File: config.mk
export PLATFORM = sky130hd
export DESIGN_NAME = exec_unit_mc
export DESIGN_NICKNAME = d
export VERILOG_FILES = /design/src/rtl/exec_pkg.sv /design/src/rtl/exec_unit_mc_seq_mul.sv /design/src/rtl/exec_unit_mc.sv
export SDC_FILE = /design/constraint.sdc
export NUM_CORES = 1
export LEC_CHECK = 0
export ABC_AREA = 1
export BUFFER_PORTS_ARGS = -buffer_cell sky130_fd_sc_hd__buf_2
export CAP_MARGIN = 10
export CORE_MARGIN = 5
export CORE_UTILIZATION = 53
export DETAILED_ROUTE_END_ITERATION = 7
export PLACE_DENSITY_LB_ADDON = 0.05
export SKIP_LAST_GASP = 1
export SYNTH_ARGS = -nofsm -noshare
export SYNTH_HDL_FRONTEND = slang
export SYNTH_SLANG_ARGS = --single-unit
File: constraint.sdc
create_clock -name clk -period 2.7 [get_ports clk]
set_input_delay 0.405 -clock clk [delete_from_list [all_inputs] [get_ports clk]]
set_output_delay 0.405 -clock clk [all_outputs]
set_load 0.01 [all_outputs]
File: src/rtl/exec_pkg.sv
// Shared types for the multi-cycle execute stage: opcodes, forwarding selects, FSM states.
package exec_pkg;

  typedef enum logic [3:0] {
    OP_ADD = 4'd0,
    OP_SUB = 4'd1,
    OP_AND = 4'd2,
    OP_OR  = 4'd3,
    OP_GT  = 4'd4,
    OP_EQ  = 4'd5,
    OP_MUL = 4'd6
  } op_t;

  typedef enum logic [1:0] {
    FWD_NONE = 2'd0,
    FWD_EX   = 2'd1,
    FWD_MEM  = 2'd2
  } fwd_t;

  typedef enum logic [1:0] {
    ST_IDLE   = 2'd0,
    ST_MUL    = 2'd1,
    ST_HALTED = 2'd2
  } state_t;

endpackage

File: src/rtl/exec_unit_mc_seq_mul.sv
// Iterative shift-add multiplier: one partial product per cycle, DATA_W cycles per multiply.
// done is high during the final iteration; product is the value being committed on that edge.
module seq_mul #(
  parameter int DATA_W = 16
) (
  input  logic              clk,
  input  logic              rst,
  input  logic              start,
  input  logic [DATA_W-1:0] a,
  input  logic [DATA_W-1:0] b,
  output logic              done,
  output logic [DATA_W-1:0] product
);

  localparam int CW = $clog2(DATA_W + 1);

  logic [DATA_W-1:0] mcand_q, mcand_d;
  logic [DATA_W-1:0] mplier_q, mplier_d;
  logic [DATA_W-1:0] acc_q, acc_d;
  logic [DATA_W-1:0] acc_step;
  logic [CW-1:0]     cnt_q, cnt_d;

  // Accumulator plus the current partial product (multiplicand gated by multiplier LSB).
  always_comb begin
    acc_step = acc_q + (mplier_q[0] ? mcand_q : '0);
  end

  // Load operands on start, otherwise step one bit per cycle until the counter empties.
  always_comb begin
    mcand_d  = mcand_q;
    mplier_d = mplier_q;
    acc_d    = acc_q;
    cnt_d    = cnt_q;
    if (start) begin
      mcand_d  = a;
      mplier_d = b;
      acc_d    = '0;
      cnt_d    = CW'(DATA_W);
    end else if (cnt_q != '0) begin
      acc_d    = acc_step;
      mcand_d  = mcand_q << 1;
      mplier_d = mplier_q >> 1;
      cnt_d    = cnt_q - CW'(1);
    end
  end

  // Multiplier state registers; reset clears any multiply in flight.
  always_ff @(posedge clk or negedge rst) begin
    if (!rst) begin
      mcand_q  <= '0;
      mplier_q <= '0;
      acc_q    <= '0;
      cnt_q    <= '0;
    end else begin
      mcand_q  <= mcand_d;
      mplier_q <= mplier_d;
      acc_q    <= acc_d;
      cnt_q    <= cnt_d;
    end
  end

  assign done    = (cnt_q == CW'(1));
  assign product = acc_step;

endmodule

File: src/rtl/exec_unit_mc.sv
// Execute stage: forwarded-operand ALU, branch resolve with one-slot squash, sticky halt,
// and an iterative multiplier that stalls upstream through in_ready while it runs.
module exec_unit_mc
  import exec_pkg::*;
#(
  parameter int DATA_W = 16,
  parameter int REG_AW = 4,
  parameter int ADDR_W = 16
) (
  input  logic              clk,
  input  logic              rst,
  input  logic              in_valid,
  output logic              in_ready,
  input  logic [3:0]        op,
  input  logic [DATA_W-1:0] val1,
  input  logic [DATA_W-1:0] val2,
  input  logic [1:0]        fwd1_sel,
  input  logic [1:0]        fwd2_sel,
  input  logic [DATA_W-1:0] mem_value,
  input  logic [REG_AW-1:0] dst,
  input  logic [ADDR_W-1:0] target,
  input  logic              is_reg_write,
  input  logic              is_branch,
  input  logic              is_halt,
  output logic              out_valid,
  output logic [DATA_W-1:0] result,
  output logic              wb_en,
  output logic [REG_AW-1:0] wb_addr,
  output logic              do_branch,
  output logic [ADDR_W-1:0] branch_addr,
  output logic              do_halt,
  output logic              busy
);

  state_t            state_q, state_d;
  logic [DATA_W-1:0] result_q, result_d;
  logic              out_valid_q, out_valid_d;
  logic              wb_en_q, wb_en_d;
  logic [REG_AW-1:0] wb_addr_q, wb_addr_d;
  logic              do_branch_q, do_branch_d;
  logic [ADDR_W-1:0] branch_addr_q, branch_addr_d;
  logic              do_halt_q, do_halt_d;
  logic              busy_q, busy_d;
  logic              pend_wb_q, pend_wb_d;
  logic [REG_AW-1:0] pend_dst_q, pend_dst_d;
  logic              pend_br_q, pend_br_d;
  logic [ADDR_W-1:0] pend_tgt_q, pend_tgt_d;

  logic [DATA_W-1:0] op1, op2, alu_res, mul_product;
  logic              transfer, mul_start, mul_done;

  assign in_ready = (state_q == ST_IDLE);
  assign transfer = in_valid && in_ready;

  // Operand muxes: EX forwards the result register, MEM forwards mem_value, else register file.
  always_comb begin
    case (fwd1_sel)
      FWD_EX:  op1 = result_q;
      FWD_MEM: op1 = mem_value;
      default: op1 = val1;
    endcase
    case (fwd2_sel)
      FWD_EX:  op2 = result_q;
      FWD_MEM: op2 = mem_value;
      default: op2 = val2;
    endcase
  end

  // Single-cycle ALU; MUL and undefined opcodes yield 0 here.
  always_comb begin
    case (op)
      OP_ADD:  alu_res = op1 + op2;
      OP_SUB:  alu_res = op1 - op2;
      OP_AND:  alu_res = op1 & op2;
      OP_OR:   alu_res = op1 | op2;
      OP_GT:   alu_res = {{(DATA_W-1){1'b0}}, (op1 > op2)};
      OP_EQ:   alu_res = {{(DATA_W-1){1'b0}}, (op1 == op2)};
      default: alu_res = '0;
    endcase
  end

  seq_mul #(.DATA_W(DATA_W)) u_mul (
    .clk     (clk),
    .rst     (rst),
    .start   (mul_start),
    .a       (op1),
    .b       (op2),
    .done    (mul_done),
    .product (mul_product)
  );

  // Next-state and output logic; squash beats halt, halt beats normal issue.
  always_comb begin
    state_d       = state_q;
    result_d      = result_q;
    out_valid_d   = 1'b0;
    wb_en_d       = 1'b0;
    wb_addr_d     = wb_addr_q;
    do_branch_d   = 1'b0;
    branch_addr_d = branch_addr_q;
    do_halt_d     = do_halt_q;
    busy_d        = busy_q;
    pend_wb_d     = pend_wb_q;
    pend_dst_d    = pend_dst_q;
    pend_br_d     = pend_br_q;
    pend_tgt_d    = pend_tgt_q;
    mul_start     = 1'b0;
    case (state_q)
      ST_IDLE: begin
        if (transfer && !do_branch_q) begin
          if (is_halt) begin
            result_d      = alu_res;
            out_valid_d   = 1'b1;
            wb_en_d       = is_reg_write && !is_branch;
            wb_addr_d     = dst;
            do_branch_d   = is_branch && (alu_res != '0);
            branch_addr_d = target;
            do_halt_d     = 1'b1;
            state_d       = ST_HALTED;
          end else if (op == OP_MUL) begin
            mul_start  = 1'b1;
            busy_d     = 1'b1;
            pend_wb_d  = is_reg_write && !is_branch;
            pend_dst_d = dst;
            pend_br_d  = is_branch;
            pend_tgt_d = target;
            state_d    = ST_MUL;
          end else begin
            result_d      = alu_res;
            out_valid_d   = 1'b1;
            wb_en_d       = is_reg_write && !is_branch;
            wb_addr_d     = dst;
            do_branch_d   = is_branch && (alu_res != '0);
            branch_addr_d = target;
          end
        end
      end
      ST_MUL: begin
        if (mul_done) begin
          result_d      = mul_product;
          out_valid_d   = 1'b1;
          wb_en_d       = pend_wb_q;
          wb_addr_d     = pend_dst_q;
          do_branch_d   = pend_br_q && (mul_product != '0);
          branch_addr_d = pend_tgt_q;
          busy_d        = 1'b0;
          state_d       = ST_IDLE;
        end
      end
      ST_HALTED: begin
        state_d = ST_HALTED;
      end
      default: state_d = ST_IDLE;
    endcase
  end

  // Registered stage state and outputs.
  always_ff @(posedge clk or negedge rst) begin
    if (!rst) begin
      state_q       <= ST_IDLE;
      result_q      <= '0;
      out_valid_q   <= 1'b0;
      wb_en_q       <= 1'b0;
      wb_addr_q     <= '0;
      do_branch_q   <= 1'b0;
      branch_addr_q <= '0;
      do_halt_q     <= 1'b0;
      busy_q        <= 1'b0;
      pend_wb_q     <= 1'b0;
      pend_dst_q    <= '0;
      pend_br_q     <= 1'b0;
      pend_tgt_q    <= '0;
    end else begin
      state_q       <= state_d;
      result_q      <= result_d;
      out_valid_q   <= out_valid_d;
      wb_en_q       <= wb_en_d;
      wb_addr_q     <= wb_addr_d;
      do_branch_q   <= do_branch_d;
      branch_addr_q <= branch_addr_d;
      do_halt_q     <= do_halt_d;
      busy_q        <= busy_d;
      pend_wb_q     <= pend_wb_d;
      pend_dst_q    <= pend_dst_d;
      pend_br_q     <= pend_br_d;
      pend_tgt_q    <= pend_tgt_d;
    end
  end

  assign out_valid   = out_valid_q;
  assign result      = result_q;
  assign wb_en       = wb_en_q;
  assign wb_addr     = wb_addr_q;
  assign do_branch   = do_branch_q;
  assign branch_addr = branch_addr_q;
  assign do_halt     = do_halt_q;
  assign busy        = busy_q;

endmodule

==> impl_metrics.sql <==
INSERT INTO impl_metrics (metric_group, metric, value, unit) VALUES
('run_status', 'outcome', 'complete, but fails checks', ''),
('run_status', 'violations_in_the_final_reports', 'setup timing', ''),
('synth', 'ys_top_cells_by_count', 'nand2_1, inv_1, dfrtp_1', ''),
('cts', 'cts_made_buffers', '17', ''),
('timing', 'timing.final.max_slew_violations', '0', ''),
('route', 'route.antenna.remaining_nets', '0', ''),
('synth', 'seq_area_frac_synth', '32.91', '%'),
('cts', 'clk_transition_reported_paths', '0.06', 'ns'),
('finish', 'antennaDiodeCount', '0', ''),
('synth', 'synthDominantCellAreaShare', '32.91', '%'),
('cts', 'tritoncts', 'yes', ''),
('setup_path', 'worst_ep_required_time', '3.00', 'ns'),
('synth', 'area_of_the_mapped_netlist', '0.008972', 'mm^2'),
('global_routing', 'grt_first_pass_wirelength', '53.05', 'mm'),
('synth', 'synth_cell_type_count', '44', ''),
('finish', 'areaGrowthSynthToFinish', '45.91', '%'),
('route', 'post_detailed_routing_wire_length', '34.81', 'mm'),
('floorplanning', 'io-pin-count', '124', ''),
('global_routing', 'grt_antenna_before_repair', '0', ''),
('setup_path', 'reg2reg_to', 'do_branch$_DFF_PN0_', ''),
('power_and_ir_drop', 'pwr_dens', '812.5', 'mW/mm^2'),
('cts', 'h-tree-depth', '4', ''),
('cts', 'cts-root-to-sink-buffers', '2', ''),
('route', 'vias_per_cell', '5.704', ''),
('finish', 'drive_gt1_share', '37.21', '%'),
('finish', 'fill_cells', '1223', ''),
('synth', 'post_synth_edffs', '0', ''),
('flow_run', 'cap_viol_max_count', '0', ''),
('power_and_ir_drop', 'power.share.combinational', '52.6', '%'),
('timing', 'post-route-min-period', '3.149', 'ns'),
('global_routing', 'globalRoute.totalOverflow', '0', ''),
('power_and_ir_drop', 'static-leakage-power', '6.849', 'nW'),
('synth', 'dominantRegCellSynth', 'dfrtp_1', ''),
('synth', 'synth_area_leaders', 'dfrtp_1, nand2_1, ha_1, inv_1, o21ai_0', ''),
('placement', 'dpl_cell_area', '0.01144', 'mm^2'),
('timing', 'setup_viol', '11', ''),
('power_and_ir_drop', 'internal_power', '6.155', 'mW'),
('floorplanning', 'row_count', '47', ''),
('global_routing', 'global_routing_usage_summed_across_all_routing_layers', '34.25', '%'),
('synth', 'postSynth.asyncResetShare', '100.0', '%'),
('power_and_ir_drop', 'power.share.switching', '42.13', '%'),
('hold_path', 'hold_path_class', 'in2async', ''),
('timing', 'finalHoldViolations', '0', ''),
('cts', 'clockRootBuffer', 'clkbuf_16', ''),
('setup_path', 'setup_slack_on_the_worst_flop_to_flop_path', '-0.45', 'ns'),
('finish', 'stdcell_count', '1835', ''),
('placement', 'placement.setup.worst_slack', '-0.9129', 'ns'),
('timing', 'finalWorstSetupSlack', '-0.4489', 'ns'),
('floorplanning', 'initial_util', '54.10', '%'),
('global_routing', 'grt_start_max_net_pins', '58', ''),
('cts', 'cts.sinks', '118', ''),
('synth', 'yosys_warn_count', '0', ''),
('synth', 'ys_ff_latch', '118', ''),
('synth', 'syn_inst', '1264', ''),
('synth', 'yosysMostFrequentCell', 'nand2_1', ''),
('setup_path', 'critical_path_start_end_classification', 'reg2reg', ''),
('floorplanning', 'core_region_area', '0.01658', 'mm^2'),
('placement', 'routability_congestion_estimate', '1.022', ''),
('timing', 'fmaxAchievable', '0.3176', 'GHz'),
('placement', 'hpwlAfterDp', '24.82', 'mm'),
('power_and_ir_drop', 'worst_ir_drop_vdd', '0.7601', 'mV'),
('finish', 'final_cell_area', '0.01309', 'mm^2'),
('route', 'drt_drc_violations_left', '0', ''),
('timing', 'final.period_utilization', '116.6', '%'),
('route', 'drt-wirelength-per-cell', '18.97', 'um'),
('setup_path', 'timing.critical_path.from', 'result[0]$_DFFE_PN0P_', ''),
('route', 'detail_route.iter0.violations', '815', ''),
('synth', 'netlist.top_cell.by_area', 'dfrtp_1', ''),
('placement', 'port_buffers', '123', ''),
('synth', 'postSynthAreaPerCell', '7.098', 'um^2'),
('power_and_ir_drop', 'switching_power', '4.481', 'mW');
[area by class of cell]
cell class / count / area, um^2 / share of cell area (%)
Clock buffer: 17 / 425.4 / 3.250
Timing Repair inverter: 1 / 8.758 / 0.06690
Tap cell: 220 / 275.3 / 2.103
Sequential cell: 118 / 2953 / 22.56
Timing Repair Buffer: 370 / 2616 / 19.98
Multi-Input combinational cell: 907 / 5886 / 44.96
Inverter: 187 / 757.0 / 5.782
Clock inverter: 15 / 170.2 / 1.300
[registers in the layout (all words and copies together), names as in the netlist]
name / count
out_valid: 1
busy: 1
state_q: 2
do_branch: 1
u_mul.cnt_q: 5
pend_wb_q: 1
u_mul.acc_q: 16
u_mul.mplier_q: 16
pend_tgt_q: 16
wb_addr: 4
u_mul.mcand_q: 16
pend_dst_q: 4
result: 16
pend_br_q: 1
wb_en: 1
branch_addr: 16
do_halt: 1
[timing repair]
item | in CTS | in global routing
gates cloned | 2 | 0
buffers inserted | 32 | 18
hold endpoints to repair | 0 | 0
gates resized for setup | 116 | 86
hold buffers | 0 | 0
pin swaps | 44 | 60
endpoints found under the setup margin | 12 | 17
[worst min path at each step]
stage	startpoint	to	slack, ns	cells past startpoint
6_report	rst	u_mul.mcand_q[14]$_DFFE_PN0P_	0.07	1
5_1_grt	rst	u_mul.mcand_q[14]$_DFFE_PN0P_	0.13	1
4_1_cts	rst	u_mul.mcand_q[14]$_DFFE_PN0P_	0.09	1
3_5_place_dp	u_mul.acc_q[3]$_DFFE_PN0P_	u_mul.acc_q[3]$_DFFE_PN0P_	0.47	2
3_3_place_gp	do_halt$_DFFE_PN0P_	do_halt$_DFFE_PN0P_	0.46	1
2_1_floorplan	rst	branch_addr[0]$_DFFE_PN0P_	0.11	0
[cell usage in the layout (no fill, tap or decap), types with 6 or more instances in the layout]
cell / count
a31oi_1: 22
ha_4: 17
nor2_1: 71
nand2_4: 10
nand3_2: 17
nand2_1: 301
o21ai_2: 15
a21oi_2: 12
buf_2: 119
clkbuf_16: 17
inv_2: 24
nor2_2: 13
ha_2: 6
o21ai_0: 51
a21oi_1: 43
o22ai_1: 13
buf_6: 11
o21bai_1: 6
o221ai_1: 16
mux2_2: 20
buf_12: 6
inv_1: 152
xor2_1: 14
nand3_1: 63
a221o_1: 15
o211ai_1: 25
buf_4: 232
o21ai_1: 24
dfrtp_1: 118
nand2_2: 31
ha_1: 50
[critical path: stages (launching register included)]
cell	delay (ns)
dfrtp_1	0.41
a221o_1	0.37
o21ai_2	0.08
inv_2	0.07
ha_4	0.17
fa_2	0.40
inv_2	0.08
nand2_4	0.06
nand2_2	0.08
nor2_2	0.05
nor2_2	0.18
nand2_1	0.11
nor2_1	0.11
nand2_1	0.09
nor2_2	0.08
nand2_1	0.07
nor2_2	0.14
nand2_1	0.07
nor2_1	0.11
nand2_1	0.06
nor2_1	0.08
nand2_1	0.06
nand2_1	0.05
nand2_1	0.04
[per-layer routing]
layer,up-vias,track usage (%),share of wire [%]
li1,4859,-,-
met1,4942,41.88,38
met2,524,57.56,48
met3,142,6.442,7.4
met4,0,17.85,5.9
met5,-,0,0
[power by group through the flow]
| stage | clock (mW) | sequential, mW | combinational, mW |
|---|---|---|---|
| finish | 2.28 | 2.76 | 5.59 |
| global route | 2.40 | 2.81 | 6.04 |
| CTS | 2.30 | 2.73 | 5.20 |
| detailed placement | 0 | 2.74 | 4.74 |
| global placement | 0 | 2.73 | 4.67 |
| floorplan | 0 | 2.78 | 2.50 |
[through the flow]
step           TNS [ns]  utilization [%]  power [mW]
3_5_place_dp     -10.12            68.98       7.476
4_1_cts         -0.7418            76.62       10.23
3_3_place_gp     -9.968            68.98       7.401
6_report         -1.913            78.94       10.64
2_1_floorplan    -1.664                -       5.280
5_1_grt          -3.260            78.94       11.26
[logic make-up (layout without fill, tap and decap cells)]
| kind of cell | after synthesis | in the layout | share of synthesized area (%) |
|---|---|---|---|
| simple gates | 535 | 535 | 24.33 |
| flops | 118 | 118 | 32.91 |
| buf+inv | 239 | 590 | 10.10 |
| xor+xnor | 15 | 15 | 1.464 |
| compound gates | 261 | 261 | 17.84 |
| fa+ha+maj | 76 | 76 | 10.85 |
| mux | 20 | 20 | 2.510 |
No activity file was read; power rests on OpenSTA's default activity.
